`src/rtl/ft601_pkg.sv`:
```
// Shared definitions for the FT601 FIFO responder: bus width default,
// protocol-error bit indices, the control-strobe bundle and the error-flag helper.
package ft601_pkg;

    localparam int FT601_DATA_WIDTH    = 32;
    localparam int PERR_W              = 4;
    localparam int PERR_WR_FULL        = 0;
    localparam int PERR_RD_EMPTY       = 1;
    localparam int PERR_RD_NO_OE       = 2;
    localparam int PERR_BUS_CONTENTION = 3;

    typedef struct packed {
        logic wren_l;
        logic rden_l;
        logic outen_l;
        logic rst_l;
    } ft601_strobe_t;

    // Protocol violations seen this cycle; a bus-reset cycle ignores all strobes.
    function automatic logic [PERR_W-1:0] proto_flags(
        input ft601_strobe_t strb,
        input logic          tx_full,
        input logic          rx_empty
    );
        logic [PERR_W-1:0] flags;
        flags = {PERR_W{1'b0}};
        if (strb.rst_l) begin
            flags[PERR_WR_FULL]        = !strb.wren_l && tx_full;
            flags[PERR_RD_EMPTY]       = !strb.rden_l && !strb.outen_l && rx_empty;
            flags[PERR_RD_NO_OE]       = !strb.rden_l && strb.outen_l;
            flags[PERR_BUS_CONTENTION] = !strb.wren_l && !strb.outen_l;
        end else begin
            flags = {PERR_W{1'b0}};
        end
        return flags;
    endfunction

endpackage

```
`src/rtl/sync_fifo.sv`:
```
// Single-clock FIFO with registered count; pushes while full and pops while empty
// are ignored, and flush clears pointers and count without touching storage.
module sync_fifo #(
    parameter int DATA_WIDTH = 32,
    parameter int DEPTH      = 16
) (
    input  logic                    clk,
    input  logic                    rst,
    input  logic                    flush,
    input  logic                    push,
    input  logic [DATA_WIDTH-1:0]   push_data,
    input  logic                    pop,
    output logic [DATA_WIDTH-1:0]   head,
    output logic                    full,
    output logic                    empty,
    output logic [$clog2(DEPTH):0]  count
);

    localparam int                ADDR_W   = $clog2(DEPTH);
    localparam logic [ADDR_W:0]   FULL_CNT = (ADDR_W + 1)'(DEPTH);
    localparam logic [ADDR_W:0]   ZERO_CNT = {(ADDR_W + 1){1'b0}};
    localparam logic [ADDR_W-1:0] PTR_ONE  = {{(ADDR_W - 1){1'b0}}, 1'b1};

    logic [DATA_WIDTH-1:0] mem_r [DEPTH];
    logic [ADDR_W-1:0]     wr_ptr_r;
    logic [ADDR_W-1:0]     rd_ptr_r;
    logic [ADDR_W:0]       count_r;
    logic                  do_push_s;
    logic                  do_pop_s;

    assign full      = (count_r == FULL_CNT);
    assign empty     = (count_r == ZERO_CNT);
    assign do_push_s = push && !full;
    assign do_pop_s  = pop && !empty;
    assign head      = mem_r[rd_ptr_r];
    assign count     = count_r;

    // Storage write; stale words left by a flush are unreachable once pointers clear.
    always_ff @(posedge clk) begin
        if (do_push_s) begin
            mem_r[wr_ptr_r] <= push_data;
        end
    end

    // Pointer and occupancy tracking; pointers wrap naturally at DEPTH.
    always_ff @(posedge clk) begin
        if (rst || flush) begin
            wr_ptr_r <= {ADDR_W{1'b0}};
            rd_ptr_r <= {ADDR_W{1'b0}};
            count_r  <= ZERO_CNT;
        end else begin
            if (do_push_s) begin
                wr_ptr_r <= wr_ptr_r + PTR_ONE;
            end
            if (do_pop_s) begin
                rd_ptr_r <= rd_ptr_r + PTR_ONE;
            end
            case ({do_push_s, do_pop_s})
                2'b10:   count_r <= count_r + {{ADDR_W{1'b0}}, 1'b1};
                2'b01:   count_r <= count_r - {{ADDR_W{1'b0}}, 1'b1};
                default: count_r <= count_r;
            endcase
        end
    end

endmodule

```
`src/rtl/ft601_fifo_responder.sv`:
```
// FT601-style FIFO-bus responder: controller writes land in W-FIFO for the host,
// host words queue in R-FIFO for controller reads. Protocol checking is built
// only when FT601_RESP_PROTO_CHECK_EN is defined.
module ft601_fifo_responder
    import ft601_pkg::*;
#(
    parameter int DATA_WIDTH = FT601_DATA_WIDTH,
    parameter int DEPTH      = 16
) (
    input  logic                  clk,
    input  logic                  rst,
    input  logic                  usb_wren_l,
    input  logic                  usb_rden_l,
    input  logic                  usb_outen_l,
    input  logic                  usb_rst_l,
    input  logic [DATA_WIDTH-1:0] usb_data_in,
    output logic [DATA_WIDTH-1:0] usb_data_out,
    output logic                  usb_tx_full,
    output logic                  usb_rx_empty,
    output logic [DATA_WIDTH-1:0] host_rx_data,
    output logic                  host_rx_valid,
    input  logic                  host_rx_ready,
    input  logic [DATA_WIDTH-1:0] host_tx_data,
    input  logic                  host_tx_valid,
    output logic                  host_tx_ready,
    output logic [PERR_W-1:0]     proto_err
);

    localparam int              CNT_W    = $clog2(DEPTH) + 1;
    localparam logic [CNT_W-1:0] FULL_CNT = CNT_W'(DEPTH);
    localparam logic [CNT_W-1:0] ZERO_CNT = {CNT_W{1'b0}};

    ft601_strobe_t         strb_s;
    logic                  bus_flush_s;
    logic                  w_push_s;
    logic                  w_full_s;
    logic                  w_empty_s;
    logic [CNT_W-1:0]      w_count_s;
    logic                  r_pop_s;
    logic                  r_full_s;
    logic                  r_empty_s;
    logic [CNT_W-1:0]      r_count_s;
    logic [DATA_WIDTH-1:0] r_head_s;

    assign strb_s = '{wren_l: usb_wren_l, rden_l: usb_rden_l,
                      outen_l: usb_outen_l, rst_l: usb_rst_l};

    assign bus_flush_s = !strb_s.rst_l;
    assign w_push_s    = !strb_s.wren_l && strb_s.rst_l && !w_full_s;
    assign r_pop_s     = !strb_s.rden_l && !strb_s.outen_l && strb_s.rst_l && !r_empty_s;

    assign usb_tx_full   = (w_count_s == FULL_CNT);
    assign usb_rx_empty  = (r_count_s == ZERO_CNT);
    assign host_rx_valid = !w_empty_s;
    assign host_tx_ready = !r_full_s;

    sync_fifo #(
        .DATA_WIDTH (DATA_WIDTH),
        .DEPTH      (DEPTH)
    ) u_w_fifo (
        .clk       (clk),
        .rst       (rst),
        .flush     (bus_flush_s),
        .push      (w_push_s),
        .push_data (usb_data_in),
        .pop       (host_rx_ready),
        .head      (host_rx_data),
        .full      (w_full_s),
        .empty     (w_empty_s),
        .count     (w_count_s)
    );

    sync_fifo #(
        .DATA_WIDTH (DATA_WIDTH),
        .DEPTH      (DEPTH)
    ) u_r_fifo (
        .clk       (clk),
        .rst       (rst),
        .flush     (bus_flush_s),
        .push      (host_tx_valid),
        .push_data (host_tx_data),
        .pop       (r_pop_s),
        .head      (r_head_s),
        .full      (r_full_s),
        .empty     (r_empty_s),
        .count     (r_count_s)
    );

    // Drive the bus only while output-enabled and a word is available.
    always_comb begin
        usb_data_out = {DATA_WIDTH{1'b0}};
        if (!strb_s.outen_l && !usb_rx_empty) begin
            usb_data_out = r_head_s;
        end else begin
            usb_data_out = {DATA_WIDTH{1'b0}};
        end
    end

`ifdef FT601_RESP_PROTO_CHECK_EN
    logic [PERR_W-1:0] proto_err_r;

    // Sticky error capture; only rst clears it, a bus reset keeps it.
    always_ff @(posedge clk) begin
        if (rst) begin
            proto_err_r <= {PERR_W{1'b0}};
        end else begin
            proto_err_r <= proto_err_r | proto_flags(strb_s, usb_tx_full, usb_rx_empty);
        end
    end

    assign proto_err = proto_err_r;
`else
    assign proto_err = {PERR_W{1'b0}};
`endif

endmodule

```
`config.mk`:
```
export PLATFORM = sky130hd
export DESIGN_NAME = ft601_fifo_responder
export DESIGN_NICKNAME = d
export VERILOG_FILES = /design/src/rtl/ft601_pkg.sv /design/src/rtl/sync_fifo.sv /design/src/rtl/ft601_fifo_responder.sv
export SDC_FILE = /design/constraint.sdc
export NUM_CORES = 1
export LEC_CHECK = 0
export CORE_MARGIN = 2
export CORE_UTILIZATION = 30
export CTS_BUF_LIST = sky130_fd_sc_hd__clkbuf_8
export CTS_CLUSTER_DIAMETER = 40
export CTS_CLUSTER_SIZE = 16
export DETAILED_ROUTE_END_ITERATION = 10
export PLACE_DENSITY_LB_ADDON = 0.25
export SETUP_SLACK_MARGIN = 0.5
export SKIP_LAST_GASP = 1
export SLEW_MARGIN = 20
export SYNTH_ARGS = -nofsm -noshare
export SYNTH_HDL_FRONTEND = slang
export SYNTH_HIERARCHICAL = 1
export SYNTH_SLANG_ARGS = --single-unit
```
`constraint.sdc`:
```
create_clock -name clk -period 11.5 [get_ports clk]
set_input_delay 2.3 -clock clk [delete_from_list [all_inputs] [get_ports clk]]
set_output_delay 2.3 -clock clk [all_outputs]
set_load 0.02 [all_outputs]
```
==> Word level (Yosys, flattened, before mapping) <==
Memory sizes are Yosys's and may differ from the RTL's. A register that Yosys moved wholly into a read port is not among the register bits.
Index checks and enable logic that the tools add are counted.
{ "op_classes": {"n_addsub": 8, "eq_ne": 6, "n_mux": 11, "reduce_logical": 23} }
{ "op_table": {"columns": ["operator", "n"], "rows": [
  ["$mux 32", 1],
  ["$pmux 5 s2", 2],
  ["$add 4x1->4 const B", 4],
  ["$mux 4", 4],
  ["$add 5x1->5 const B", 2],
  ["$eq 5x5->1 const B", 2],
  ["$logic_and 1x1->1", 10],
  ["$logic_not 5->1", 2],
  ["$sub 5x1->5 const B", 2],
  ["$logic_not 1->1", 8],
  ["$eq 2x1->1 const B", 2],
  ["$eq 2x2->1 const B", 2],
  ["$mux 1", 4],
  ["$reduce_bool 2->1", 2],
  ["$logic_or 1x1->1", 1]
]} }
{ "totals": {"register_bits": 26, "ram_bits": 1024, "in_bits": 72, "output_inout_bits": 72, "wordCells": 56, "n_memories": 2} }
{ "mem_list": {"columns": ["memory", "depth", "word_bits", "read_ports", "rd_clocked_by_memory_dff", "wr", "line_no", "rtl"], "rows": [
  ["u_r_fifo.mem_r", 16, 32, 1, 1, 1, "sync_fifo.sv:24", "logic [DATA_WIDTH-1:0] mem_r [DEPTH];"],
  ["u_w_fifo.mem_r", 16, 32, 1, 1, 1, "sync_fifo.sv:24", null]
]} }

==> Logic depth before layout (Yosys ltp) <==
Gate-level depths: netlist of the first run.
{ "logic_depth": {"depth_word": 7, "mapped_depth": 15, "ltp_nobuf": 12} }

==> Modules after synthesis <==
The synthesis of the first run kept the hierarchy.
{ "modules_own_cells": {"columns": ["mod", "n_inst", "cells_each", "area_per_inst_um2", "seq_area_each_um2"], "rows": [
  ["sync_fifo", 2, 911, 20111.8, 15715.1],
  ["ft601_fifo_responder", 1, 88, 525.5, 0.0]
]} }

==> Worst setup path after synthesis of the first run <==
No wires, ideal clock.
{ "synth_path": {"path_kind": "in2reg", "start": "input usb_rst_l", "end": "memory u_w_fifo.mem_r[0][0], enable pin", "setup_time_ns": 0.461, "arrival_ns": 5.315, "required_time_ns": 11.039, "setup_slack_ns": 5.724, "stages": 5, "path_buffers": 0, "path_cell_list": "inv_1 nor3_1 o21a_4 nand2_1 nor3_1"} }
{ "synth_between": {"elab_chain_cells": 5} }
{ "synth_lines": {"columns": ["item", "line_no", "rtl"], "rows": [
  ["start: declaration", "ft601_fifo_responder.sv:15", "input logic usb_rst_l,"],
  ["$logic_and 1x1->1 (2 in series)", "ft601_fifo_responder.sv:49", "assign w_push_s = !strb_s.wren_l && strb_s.rst_l && !w_full_s;"],
  ["named net w_push_s", "ft601_fifo_responder.sv:35", "logic w_push_s;"],
  ["$logic_and 1x1->1", "sync_fifo.sv:33", "assign do_push_s = push && !full;"],
  ["$mux 1", "sync_fifo.sv:40", "if (do_push_s) begin"],
  ["$mux 1 (not written as such)", "sync_fifo.sv:41", "mem_r[wr_ptr_r] <= push_data;"],
  ["end: declaration", "sync_fifo.sv:24", null]
]} }
The timed path passes the listed nets, and every way through them passes these cells.

==> impl_metrics.prom, run 1 <==
# TYPE chip_impl_metric gauge
chip_impl_info{name="status",value="completed"} 1
chip_impl_metric{name="yosysSeqAreaShare",unit=""} 0.771
chip_impl_metric{name="floorplan.die.width",unit="um"} 373
chip_impl_metric{name="place_ws",unit="ps"} 4600
chip_impl_metric{name="comb_power_share",unit=""} 0.026
chip_impl_metric{name="net-switching-power",unit="mW"} 1.71
chip_impl_metric{name="cts.clk_slew.worst_paths",unit="ps"} 60
chip_impl_metric{name="clock-sinks",unit=""} 1058
chip_impl_metric{name="routed_wirelength",unit="mm"} 99.7
chip_impl_metric{name="die_area",unit="sq um"} 139000
chip_impl_info{name="crit_slowest_cell",value="sky130_fd_sc_hd__buf_4"} 1
chip_impl_metric{name="layout.nets",unit=""} 2220
chip_impl_metric{name="drtAntennaViolNets",unit=""} 0
chip_impl_metric{name="drt_iter0_drc",unit=""} 1537
chip_impl_metric{name="fin_skew",unit="ps"} 65.5
chip_impl_metric{name="cts_inserted_buffers",unit=""} 145
chip_impl_metric{name="fin_tns_setup",unit="ps"} 0
chip_impl_metric{name="drv_cap",unit=""} 0
chip_impl_info{name="worst_hold_path_type",value="flop to flop"} 1
chip_impl_metric{name="cts_resized",unit=""} 0
chip_impl_metric{name="first_global_vias",unit=""} 20800
chip_impl_metric{name="peak_freq",unit="MHz"} 148
chip_impl_metric{name="total_power",unit="mW"} 7.73
chip_impl_metric{name="largest_net_degree_at_the_start_of_global_routing",unit=""} 125
chip_impl_info{name="setup.worst_path.class",value="flop to primary output"} 1
chip_impl_metric{name="clock_latency_on_the_worst_skew_pair",unit="ps"} 860
chip_impl_metric{name="gr-total-overflow",unit=""} 0
chip_impl_info{name="rsz0062_at_grt",value="no"} 1
chip_impl_metric{name="viasPerCell",unit=""} 4.91
chip_impl_metric{name="ys.warnings.count",unit=""} 6
chip_impl_metric{name="io_buffers",unit=""} 139
chip_impl_metric{name="vdd_ir_drop_max",unit="V"} 0.000108
chip_impl_metric{name="gp_congestion",unit=""} 0.725
chip_impl_metric{name="clock_share_of_power",unit=""} 0.424
chip_impl_metric{name="p_int",unit="mW"} 6.01
chip_impl_metric{name="area_growth_syn_to_layout",unit="%"} 17.4
chip_impl_metric{name="ios",unit=""} 144
chip_impl_metric{name="synth_edf_count",unit=""} 1024
chip_impl_metric{name="rows",unit=""} 135
chip_impl_metric{name="post_route_cells_drive_above_1_share",unit=""} 0.271
chip_impl_metric{name="synth_cell_type_count",unit=""} 46
chip_impl_metric{name="post_cts.repair.setup_buffers",unit=""} 0
chip_impl_metric{name="drt-pass1-iter-count",unit=""} 5
chip_impl_metric{name="routed-via-count",unit=""} 19800
chip_impl_metric{name="drt-wirelength-per-cell",unit="um"} 24.7
chip_impl_metric{name="final-hold-violation-count",unit=""} 0
chip_impl_metric{name="async_reset_ff_frac",unit=""} 0
chip_impl_metric{name="setup_viol_count_final",unit=""} 0
chip_impl_metric{name="synth.cell_area",unit="sq um"} 40700
chip_impl_metric{name="area_inside_the_core_boundary",unit="sq um"} 135000
chip_impl_metric{name="powerDensity",unit="nW/um^2"} 161
chip_impl_metric{name="leakage",unit="nW"} 14.5
chip_impl_metric{name="critPathMaxFanout",unit=""} 71
chip_impl_info{name="tritoncts",value="built"} 1
chip_impl_metric{name="dp.final_hpwl",unit="mm"} 49.2
chip_impl_metric{name="normalized_max_slew_margin",unit=""} 0.258
chip_impl_metric{name="total_count_of_max_transition_violations_in_the_final_report",unit=""} 0
chip_impl_info{name="ys.flop_type",value="sky130_fd_sc_hd__edfxtp_1"} 1
chip_impl_metric{name="initial_core_util",unit=""} 0.302
chip_impl_metric{name="avgSynthCellArea",unit="sq um"} 21.3
chip_impl_metric{name="netSwitchingFraction",unit=""} 0.222
chip_impl_metric{name="worstMarginPinSlew",unit="ps"} 1110
chip_impl_metric{name="timing.final.crit_period",unit="ps"} 6760
chip_impl_metric{name="grt.total_usage",unit=""} 0.143
chip_impl_metric{name="fin_crit_sh",unit=""} 0.588
chip_impl_info{name="worstPathCellList",value="buf_4 > mux4_2 > a22oi_1 > nand2_1 > nand2b_1 > a21oi_1 > clkdlybuf4s50_1"} 1
chip_impl_metric{name="data_required_time_of_the_worst_path",unit="ps"} 9200
chip_impl_metric{name="antenna_found_initial",unit=""} 14
chip_impl_metric{name="regToRegSetupSlack",unit="ps"} 8230
chip_impl_metric{name="netlist_instances",unit=""} 1910
chip_impl_metric{name="htreeDepth",unit=""} 4
chip_impl_metric{name="grt_pass1_wl",unit="mm"} 143
chip_impl_metric{name="post-route-worst-setup-slack",unit="ps"} 4740
chip_impl_metric{name="drc_errors",unit=""} 0
chip_impl_info{name="worst_setup_path_start_kind",value="flop"} 1
chip_impl_metric{name="clockBufferDepth",unit=""} 3
chip_impl_metric{name="p_seq_frac",unit=""} 0.550
chip_impl_metric{name="ctsHoldBuffers",unit=""} 0
chip_impl_info{name="clockRootBuffer",value="sky130_fd_sc_hd__clkbuf_8"} 1
chip_impl_metric{name="synth-seq-cells",unit=""} 1058
chip_impl_metric{name="die_y",unit="um"} 373
chip_impl_metric{name="cp.arrival",unit="ps"} 4460
chip_impl_metric{name="critical_path.max_stage_delay",unit="ps"} 1010
chip_impl_info{name="critPathCaptureType",value="primary output"} 1
[final timing paths]
kind	from	to	cells past startpoint
worst max-delay path	flop	usb_data_out[21]	7
worst min-delay path	u_r_fifo/rd_ptr_r[3]$_SDFFE_PP0P_	flop	2
worst max register to register	u_r_fifo/count[1]$_SDFFE_PP0P_	u_r_fifo/count[4]$_SDFFE_PP0P_	13
worst min register to register	u_r_fifo/rd_ptr_r[3]$_SDFFE_PP0P_	flop	2
[layout make-up]
cell class,count,area [sq um]
fillers,12500,87300
flip-flops and latches,1058,31400
multi-input cells,720,8980
well taps,1781,2230
clock buffers,146,2010
repair buffers,187,1790
clock inverters,121,1320
inverters,20,75.1
diodes,1,2.50
[layer usage]
metal,vias up,routed length (um),GRT usage
met5,-,115,0
met4,18,2000,0.0396
met3,177,5320,0.0346
met2,491,50900,0.248
met1,10700,41300,0.178
li1,8409,-,-
[logic make-up after synthesis]
family,count (synthesis),synth area share
other,1,0.0000920
XOR/XNOR,14,0.00301
adder cells (fa/ha/maj),16,0.00491
buffers and inverters,135,0.0151
AND/OR/NAND/NOR,226,0.0268
flip-flops,1058,0.771
AO/OA/AOI/OAI,196,0.0352
multiplexers,264,0.143
[cell usage in the layout, fill, tap and decap left out, drive strengths merged, types with 6 or more instances in the layout]
cell           synthesis  routed
edfxtp              1024    1024
mux4                 256     256
clkbuf                72     146
clkdlybuf4s50          0     138
a22oi                128     128
nand2                 82      82
nor2                  60      60
inv                   20      54
buf                   43      49
clkinv                 0      45
nand2b                38      38
a21oi                 36      36
dfxtp                 34      34
clkinvlp               0      23
bufinv                 0      19
ha                    16      16
xor2                  12      12
o211ai                12      12
nor3                   9       9
mux2i                  8       8
o21ai                  6       6
o21a                   6       6
[critical path, delay by kind of cell, from the launching register on]
| kind | cells | cell delay, ps |
|---|---|---|
| compound gates | 2 | 310 |
| mux | 1 | 420 |
| buf+inv | 2 | 1570 |
| flops | 1 | 990 |
| simple gates | 2 | 320 |
[power groups by stage]
stage               Combinational, mW  Clock [mW]  Sequential, mW
floorplan                      0.0891           0            4.33
global placement                0.201           0            4.33
detailed placement              0.208           0            4.33
CTS                             0.208        3.38            4.25
global route                    0.222        3.53            4.25
finish                          0.203        3.28            4.25
[flip-flops by register name, summed over array words and instances, names as in the netlist, named ones only]
| signal | flops |
|---|---|
| u_r_fifo/mem_r | 512 |
| u_w_fifo/wr_ptr_r | 4 |
| u_w_fifo/rd_ptr_r | 4 |
| u_r_fifo/wr_ptr_r | 4 |
| u_w_fifo/count | 5 |
| u_r_fifo/rd_ptr_r | 4 |
| u_w_fifo/mem_r | 512 |
| u_r_fifo/count | 5 |
[Yosys cell counts (3+ instances only)]
master | n | area share
sky130_fd_sc_hd__a21oi_1 | 34 | 0.0042
sky130_fd_sc_hd__a22oi_1 | 128 | 0.024
sky130_fd_sc_hd__and2_1 | 3 | 0.00046
sky130_fd_sc_hd__buf_2 | 28 | 0.0034
sky130_fd_sc_hd__buf_4 | 6 | 0.0011
sky130_fd_sc_hd__buf_6 | 7 | 0.0019
sky130_fd_sc_hd__clkbuf_1 | 72 | 0.0066
sky130_fd_sc_hd__dfxtp_1 | 34 | 0.017
sky130_fd_sc_hd__edfxtp_1 | 1024 | 0.75
sky130_fd_sc_hd__ha_1 | 16 | 0.0049
sky130_fd_sc_hd__inv_1 | 20 | 0.0018
sky130_fd_sc_hd__mux2i_1 | 8 | 0.0020
sky130_fd_sc_hd__mux4_2 | 256 | 0.14
sky130_fd_sc_hd__nand2_1 | 82 | 0.0076
sky130_fd_sc_hd__nand2b_1 | 38 | 0.0058
sky130_fd_sc_hd__nand3_1 | 4 | 0.00049
sky130_fd_sc_hd__nor2_1 | 60 | 0.0055
sky130_fd_sc_hd__nor2b_1 | 4 | 0.00061
sky130_fd_sc_hd__nor3_1 | 9 | 0.0011
sky130_fd_sc_hd__nor3b_1 | 4 | 0.00074
sky130_fd_sc_hd__o211ai_1 | 8 | 0.0015
sky130_fd_sc_hd__o211ai_2 | 4 | 0.0012
sky130_fd_sc_hd__o21a_1 | 4 | 0.00074
sky130_fd_sc_hd__o21ai_0 | 4 | 0.00049
sky130_fd_sc_hd__or3_1 | 4 | 0.00061
sky130_fd_sc_hd__xor2_1 | 12 | 0.0026
[stage by stage]
| stage | hold slack, ps | cells | utilization | instance area (sq um) |
|---|---|---|---|---|
| detailed placement | 505 | 3765 | 0.329 | 44500 |
| global placement | 488 | 3765 | 0.329 | 44500 |
| floorplan | 469 | 1913 | - | 40800 |
| finish | 516 | 4034 | 0.354 | 47900 |
| CTS | 521 | 4032 | 0.354 | 47800 |
| global route | 547 | 4034 | 0.354 | 47900 |
Note: power is estimated with default switching activity, not from simulation.
==> run 2: changes to the inputs <==
==> constraint.sdc (replaced) <==
create_clock -name clk -period 6.8 [get_ports clk]
set_input_delay 1.36 -clock clk [delete_from_list [all_inputs] [get_ports clk]]
set_output_delay 1.36 -clock clk [all_outputs]
set_load 0.02 [all_outputs]
==> impl_metrics.prom, run 2 (synthesized netlist as in run 1, its figures left out) <==
# TYPE chip_impl_metric gauge
chip_impl_metric{name="grt_pass1_wl",unit="mm"} 145
chip_impl_metric{name="cp.arrival",unit="ps"} 3990
chip_impl_metric{name="ctsHoldBuffers",unit=""} 0
chip_impl_metric{name="vdd_ir_drop_max",unit="V"} 0.000215
chip_impl_info{name="status",value="completed"} 1
chip_impl_metric{name="hold-worst-slack",unit="ps"} 507
chip_impl_metric{name="leakage",unit="nW"} 14.7
chip_impl_info{name="regToRegEndpoint",value="u_r_fifo/count[4]$_SDFFE_PP0P_"} 1
chip_impl_metric{name="post_route_cells_drive_above_1_share",unit=""} 0.279
chip_impl_metric{name="total_count_of_max_transition_violations_in_the_final_report",unit=""} 0
chip_impl_info{name="hold_path_end",value="u_r_fifo/rd_ptr_r[3]$_SDFFE_PP0P_"} 1
chip_impl_metric{name="cts.clk_slew.worst_paths",unit="ps"} 80
chip_impl_metric{name="antenna_found_initial",unit=""} 12
chip_impl_info{name="r2r-start",value="u_r_fifo/count[1]$_SDFFE_PP0P_"} 1
chip_impl_metric{name="fin_tns_setup",unit="ps"} 0
chip_impl_metric{name="gr-total-overflow",unit=""} 0
chip_impl_info{name="setup.worst_path.class",value="flop to primary output"} 1
chip_impl_metric{name="fin_crit_sh",unit=""} 0.787
chip_impl_info{name="global_route.peak_usage_layer",value="met2"} 1
chip_impl_metric{name="layout.nets",unit=""} 2240
chip_impl_metric{name="postLayoutCoreUtil",unit=""} 0.358
chip_impl_metric{name="largest_net_degree_at_the_start_of_global_routing",unit=""} 61
chip_impl_metric{name="critical_path_cell_count",unit=""} 7
chip_impl_metric{name="drt_iter0_drc",unit=""} 1516
chip_impl_metric{name="drv_cap",unit=""} 0
chip_impl_metric{name="grt.total_usage",unit=""} 0.145
chip_impl_metric{name="regToRegSetupSlack",unit="ps"} 3410
chip_impl_metric{name="data_required_time_of_the_worst_path",unit="ps"} 5440
chip_impl_metric{name="hold_path_depth",unit=""} 2
chip_impl_info{name="final_common_cell",value="sky130_fd_sc_hd__edfxtp_1"} 1
chip_impl_info{name="critPathCaptureType",value="primary output"} 1
chip_impl_info{name="worst_hold_path_type",value="flop to flop"} 1
chip_impl_info{name="path_delay_family",value="buffers and inverters"} 1
chip_impl_metric{name="drtAntennaViolNets",unit=""} 0
chip_impl_metric{name="clock-sinks",unit=""} 1058
chip_impl_metric{name="area_inside_the_core_boundary",unit="sq um"} 135000
chip_impl_info{name="tritoncts",value="built"} 1
chip_impl_metric{name="cts_resized",unit=""} 0
chip_impl_metric{name="floorplan.die.width",unit="um"} 373
chip_impl_info{name="clockRootBuffer",value="sky130_fd_sc_hd__clkbuf_8"} 1
chip_impl_metric{name="rows",unit=""} 135
chip_impl_metric{name="critPathMaxFanout",unit=""} 60
chip_impl_info{name="worst_hold_startpoint",value="u_r_fifo/rd_ptr_r[3]$_SDFFE_PP0P_"} 1
chip_impl_metric{name="die_area",unit="sq um"} 139000
chip_impl_metric{name="io_buffers",unit=""} 139
chip_impl_metric{name="cp.buffers_inverters",unit=""} 2
chip_impl_metric{name="routed-via-count",unit=""} 19900
chip_impl_metric{name="area_growth_syn_to_layout",unit="%"} 18.6
chip_impl_metric{name="timing.final.crit_period",unit="ps"} 5350
chip_impl_metric{name="die_y",unit="um"} 373
chip_impl_metric{name="peak_freq",unit="MHz"} 187
chip_impl_info{name="worstPathCellList",value="buf_12 > mux4_2 > a22oi_1 > nand2_1 > nand2b_1 > a21oi_1 > clkdlybuf4s50_1"} 1
chip_impl_metric{name="dp.final_hpwl",unit="mm"} 54.3
chip_impl_metric{name="gp_congestion",unit=""} 0.714
chip_impl_metric{name="drt-pass1-iter-count",unit=""} 5
chip_impl_metric{name="final-hold-violation-count",unit=""} 0
chip_impl_metric{name="ios",unit=""} 144
chip_impl_metric{name="drc_errors",unit=""} 0
chip_impl_metric{name="fin_skew",unit="ps"} 41.7
chip_impl_info{name="worst_setup_path_start_kind",value="flop"} 1
chip_impl_metric{name="globalRouteMet1Util",unit=""} 0.187
chip_impl_metric{name="met3_global_route_usage",unit=""} 0.0351
chip_impl_metric{name="setup_viol_count_final",unit=""} 0
chip_impl_metric{name="clockBufferDepth",unit=""} 3
chip_impl_metric{name="cts_inserted_buffers",unit=""} 149
chip_impl_metric{name="powerDensity",unit="nW/um^2"} 277
chip_impl_metric{name="drt-wirelength-per-cell",unit="um"} 24.6
chip_impl_metric{name="fin_cells",unit=""} 4053
chip_impl_info{name="largest_registers",value="u_r_fifo/mem_r: 512 flops, u_w_fifo/mem_r: 512 flops"} 1
chip_impl_metric{name="post_cts.repair.setup_buffers",unit=""} 0
chip_impl_metric{name="routed_wirelength",unit="mm"} 99.7
chip_impl_info{name="crit_slowest_cell",value="sky130_fd_sc_hd__dfxtp_4"} 1
chip_impl_metric{name="initial_core_util",unit=""} 0.302
chip_impl_metric{name="first_global_vias",unit=""} 21200
chip_impl_info{name="rsz0062_at_grt",value="no"} 1
chip_impl_metric{name="timing.reg2reg.worst_path_depth",unit=""} 12
chip_impl_metric{name="groute.layer.met2.usage",unit=""} 0.239
chip_impl_metric{name="clock_latency_on_the_worst_skew_pair",unit="ps"} 840
chip_impl_metric{name="worstMarginPinSlew",unit="ps"} 1130
chip_impl_metric{name="htreeDepth",unit=""} 4
chip_impl_metric{name="layout.filler_cells",unit=""} 12500
chip_impl_metric{name="normalized_max_slew_margin",unit=""} 0.242
chip_impl_metric{name="critical_path.max_stage_delay",unit="ps"} 870
chip_impl_metric{name="place_inst",unit=""} 3782
chip_impl_metric{name="viasPerCell",unit=""} 4.92
chip_impl_info{name="layout_common_cells",value="sky130_fd_sc_hd__edfxtp_1, sky130_fd_sc_hd__mux4_2, sky130_fd_sc_hd__clkbuf_8, sky130_fd_sc_hd__clkdlybuf4s50_1, sky130_fd_sc_hd__a22oi_1"} 1
==> run 2: area by class of cell <==
class	instances	area [sq um]	share of cell area
flip-flops and latches	1058	31400	0.651
multi-input cells	720	8980	0.186
well taps	1781	2230	0.0461
clock buffers	151	2080	0.0430
repair buffers	203	2040	0.0423
clock inverters	119	1460	0.0303
inverters	20	75.1	0.00155
diodes	1	2.50	0.0000518
==> run 2: routing by layer <==
metal  wire length (um)  vias to the layer above
met5                 88                        -
met4               2150                       14
met3               5770                      170
met2              49400                      552
met1              42300                    10800
li1                   -                     8439
==> run 2: worst register-to-register path, stage by stage (launching register included) <==
cell                       delay, ps
sky130_fd_sc_hd__dfxtp_1         560
sky130_fd_sc_hd__or4_4           280
sky130_fd_sc_hd__nor2_1           60
sky130_fd_sc_hd__nor4_1          680
sky130_fd_sc_hd__o21ai_4         170
sky130_fd_sc_hd__inv_1           100
sky130_fd_sc_hd__ha_1            330
sky130_fd_sc_hd__xor2_1          190
sky130_fd_sc_hd__ha_1            170
sky130_fd_sc_hd__inv_1            80
sky130_fd_sc_hd__a21o_1          160
sky130_fd_sc_hd__a221oi_1        340
sky130_fd_sc_hd__mux2i_1         210
==> run 2: report_power, final <==
part           internal [mW]  leakage, nW  switching, mW
sequential              7.17         9.52         0.0118
combinational          0.133         3.49          0.219
clock                   3.20         1.75           2.63
total                   10.5         14.7           2.86
==> run 2: how the worst max path moves through the flow <==
stage	endpoint	from
2_1_floorplan	u_w_fifo/mem_r[0][0]$_DFFE_PP_	usb_rst_l
3_3_place_gp	u_w_fifo/mem_r[4][13]$_DFFE_PP_	usb_rst_l
3_5_place_dp	u_r_fifo/count[4]$_SDFFE_PP0P_	usb_outen_l
4_1_cts	usb_data_out[5]	flop
5_1_grt	usb_data_out[29]	flop
6_report	usb_data_out[2]	flop
==> run 2: per-stage QoR <==
step | setup WS, ps | instance area [sq um] | total power [mW]
after floorplan | 1960 | 40800 | 7.48
after global placement | 2100 | 44600 | 7.67
after detailed placement | 2100 | 44800 | 7.69
after CTS | 1280 | 48300 | 13.5
after global routing | 1120 | 48300 | 13.8
final | 1450 | 48300 | 13.4
==> run 3: changes to the inputs <==
==> constraint.sdc (replaced) <==
create_clock -name clk -period 4.4 [get_ports clk]
set_input_delay 0.88 -clock clk [delete_from_list [all_inputs] [get_ports clk]]
set_output_delay 0.88 -clock clk [all_outputs]
set_load 0.02 [all_outputs]
==> impl_metrics.prom, run 3 (synthesized netlist as in run 1, its figures left out) <==
# TYPE chip_impl_metric gauge
chip_impl_metric{name="dp.final_hpwl",unit="mm"} 56.5
chip_impl_info{name="clockRootBuffer",value="sky130_fd_sc_hd__clkbuf_8"} 1
chip_impl_metric{name="rows",unit=""} 135
chip_impl_metric{name="total_count_of_max_transition_violations_in_the_final_report",unit=""} 0
chip_impl_metric{name="gr-total-overflow",unit=""} 0
chip_impl_metric{name="drc_errors",unit=""} 0
chip_impl_metric{name="ctsHoldBuffers",unit=""} 0
chip_impl_metric{name="drv_cap",unit=""} 0
chip_impl_metric{name="viasPerCell",unit=""} 4.90
chip_impl_metric{name="fin_tns_setup",unit="ps"} 0
chip_impl_info{name="worst_setup_path_start_kind",value="flop"} 1
chip_impl_metric{name="first_global_vias",unit=""} 21400
chip_impl_metric{name="cts_inserted_buffers",unit=""} 149
chip_impl_metric{name="routed-via-count",unit=""} 20200
chip_impl_metric{name="critPathMaxFanout",unit=""} 12
chip_impl_metric{name="area_inside_the_core_boundary",unit="sq um"} 135000
chip_impl_info{name="rsz0062_at_grt",value="yes"} 1
chip_impl_metric{name="timing.final.crit_period",unit="ps"} 3850
chip_impl_metric{name="multi_input_area",unit="sq um"} 9120
chip_impl_info{name="worst_hold_path_type",value="flop to flop"} 1
chip_impl_metric{name="final-hold-violation-count",unit=""} 0
chip_impl_info{name="cp_common_cell",value="sky130_fd_sc_hd__buf_12"} 1
chip_impl_metric{name="die_y",unit="um"} 373
chip_impl_metric{name="htreeDepth",unit=""} 4
chip_impl_info{name="critPathCaptureType",value="primary output"} 1
chip_impl_info{name="worstPathCellList",value="buf_12 > buf_12 > mux4_2 > a22oi_2 > nand2_2 > nand2b_1 > a21oi_1 > dlygate4sd2_1"} 1
chip_impl_metric{name="largest_net_degree_at_the_start_of_global_routing",unit=""} 46
chip_impl_metric{name="drtAntennaViolNets",unit=""} 0
chip_impl_metric{name="data_required_time_of_the_worst_path",unit="ps"} 3520
chip_impl_metric{name="worstMarginPinSlew",unit="ps"} 796
chip_impl_metric{name="ios",unit=""} 144
chip_impl_metric{name="leakage",unit="nW"} 15.3
chip_impl_info{name="largest_registers",value="u_r_fifo/mem_r: 512 flops, u_w_fifo/mem_r: 512 flops"} 1
chip_impl_metric{name="routed_wirelength",unit="mm"} 103
chip_impl_metric{name="area_growth_syn_to_layout",unit="%"} 20.8
chip_impl_metric{name="grt_pass1_wl",unit="mm"} 149
chip_impl_info{name="layout_common_cells",value="sky130_fd_sc_hd__edfxtp_1, sky130_fd_sc_hd__mux4_2, sky130_fd_sc_hd__clkbuf_8, sky130_fd_sc_hd__a22oi_1, sky130_fd_sc_hd__buf_4"} 1
chip_impl_metric{name="setup_viol_count_final",unit=""} 0
chip_impl_metric{name="cts.clk_slew.worst_paths",unit="ps"} 70
chip_impl_metric{name="die_area",unit="sq um"} 139000
chip_impl_metric{name="fin_crit_sh",unit=""} 0.874
chip_impl_metric{name="peak_freq",unit="MHz"} 260
chip_impl_metric{name="layout.filler_cells",unit=""} 12500
chip_impl_metric{name="io_buffers",unit=""} 139
chip_impl_metric{name="grt.total_usage",unit=""} 0.149
chip_impl_metric{name="critical_path.max_stage_delay",unit="ps"} 520
chip_impl_metric{name="clockBufferDepth",unit=""} 3
chip_impl_info{name="setup.worst_path.class",value="flop to primary output"} 1
chip_impl_metric{name="drt_iter0_drc",unit=""} 1423
chip_impl_metric{name="powerDensity",unit="nW/um^2"} 412
chip_impl_info{name="tritoncts",value="built"} 1
chip_impl_metric{name="vdd_ir_drop_max",unit="V"} 0.000275
chip_impl_metric{name="floorplan.die.width",unit="um"} 373
chip_impl_info{name="status",value="completed"} 1
chip_impl_metric{name="clock_latency_on_the_worst_skew_pair",unit="ps"} 840
chip_impl_metric{name="clock-sinks",unit=""} 1058
chip_impl_metric{name="total_power",unit="mW"} 20.3
chip_impl_metric{name="drt-wirelength-per-cell",unit="um"} 25.0
chip_impl_metric{name="drt-pass1-iter-count",unit=""} 7
chip_impl_metric{name="antenna_found_initial",unit=""} 16
chip_impl_metric{name="fin_skew",unit="ps"} 45.4
chip_impl_info{name="crit_slowest_cell",value="sky130_fd_sc_hd__mux4_2"} 1
chip_impl_metric{name="cp.arrival",unit="ps"} 2970
chip_impl_info{name="final_common_cell",value="sky130_fd_sc_hd__edfxtp_1"} 1
chip_impl_metric{name="post_route_cells_drive_above_1_share",unit=""} 0.328
chip_impl_metric{name="initial_core_util",unit=""} 0.302
chip_impl_metric{name="layout.nets",unit=""} 2312
chip_impl_metric{name="gp_congestion",unit=""} 0.713
chip_impl_metric{name="area_taken_by_flip_flops_and_latches",unit="sq um"} 31400
chip_impl_metric{name="normalized_max_slew_margin",unit=""} 0.468
run 3: cell types whose count changed in the layout (fill, tap and decap cells not counted), sizes merged, moves of 6 or more:
cell,delta
clkbuf,+7
dlygate4sd2,+26
bufinv,-8
clkdlybuf4s15,+9
inv,+17
clkdlybuf4s50,-63
clkinvlp,-6
buf,+91
run 3: area by class of cell:
class / count / share of cell area
timing repair buffer: 274 / 0.0597
clock buffer: 150 / 0.0420
inverter: 20 / 0.00160
sequential: 1058 / 0.639
tap: 1781 / 0.0453
clock inverter: 126 / 0.0270
antenna: 3 / 0.000153
multi-input combinational: 721 / 0.185
run 3: worst max-delay path, delay by kind of cell, from the launching register on:
| family | cells | cell delay [ps] |
|---|---|---|
| mux | 1 | 520 |
| buf+inv | 3 | 670 |
| flops | 1 | 400 |
| simple gates | 2 | 270 |
| compound gates | 2 | 260 |
run 3: metal layers:
metal	track usage	routed length, um
met2	0.255	52500
met5	0	107
met3	0.0328	5630
met1	0.191	43300
met4	0.0392	1860
run 3: power by group:
part	total [mW]	leakage, nW	internal, mW	switching (mW)
combinational	0.544	4.10	0.202	0.342
clock	8.65	1.73	4.52	4.14
sequential	11.1	9.52	11.1	0.0154
run 3: path summary, 6_finish.rpt:
check                                                 endpoint  cells after the start  slack (ps)                         startpoint
worst max-delay path                           usb_data_out[3]                      8         550                               flop
worst min-delay path                                      flop                      2         500  u_w_fifo/rd_ptr_r[3]$_SDFFE_PP0P_
worst max register to register  u_r_fifo/count[4]$_SDFFE_PP0P_                     12        1280     u_r_fifo/count[1]$_SDFFE_PP0P_
worst min register to register                            flop                      2         500  u_w_fifo/rd_ptr_r[3]$_SDFFE_PP0P_
run 3: through the flow:
stage	area, sq um	utilization	setup WS (ps)	instances	hold slack [ps]
2_1_floorplan	40800	-	612	1913	469
3_5_place_dp	45100	0.334	600	3803	498
4_1_cts	49100	0.363	400	4115	504
6_report	49200	0.364	553	4133	501
3_3_place_gp	45100	0.334	664	3803	485
5_1_grt	49200	0.364	441	4132	545
run 3: repair_timing:
item                                   4_1_cts  5_1_grt
pin swaps                                    7        2
setup endpoints to repair                   64       35
resized for setup                          183       34
endpoints found under the hold margin        0        0
cloned                                       9        2
buffers inserted                            27       13
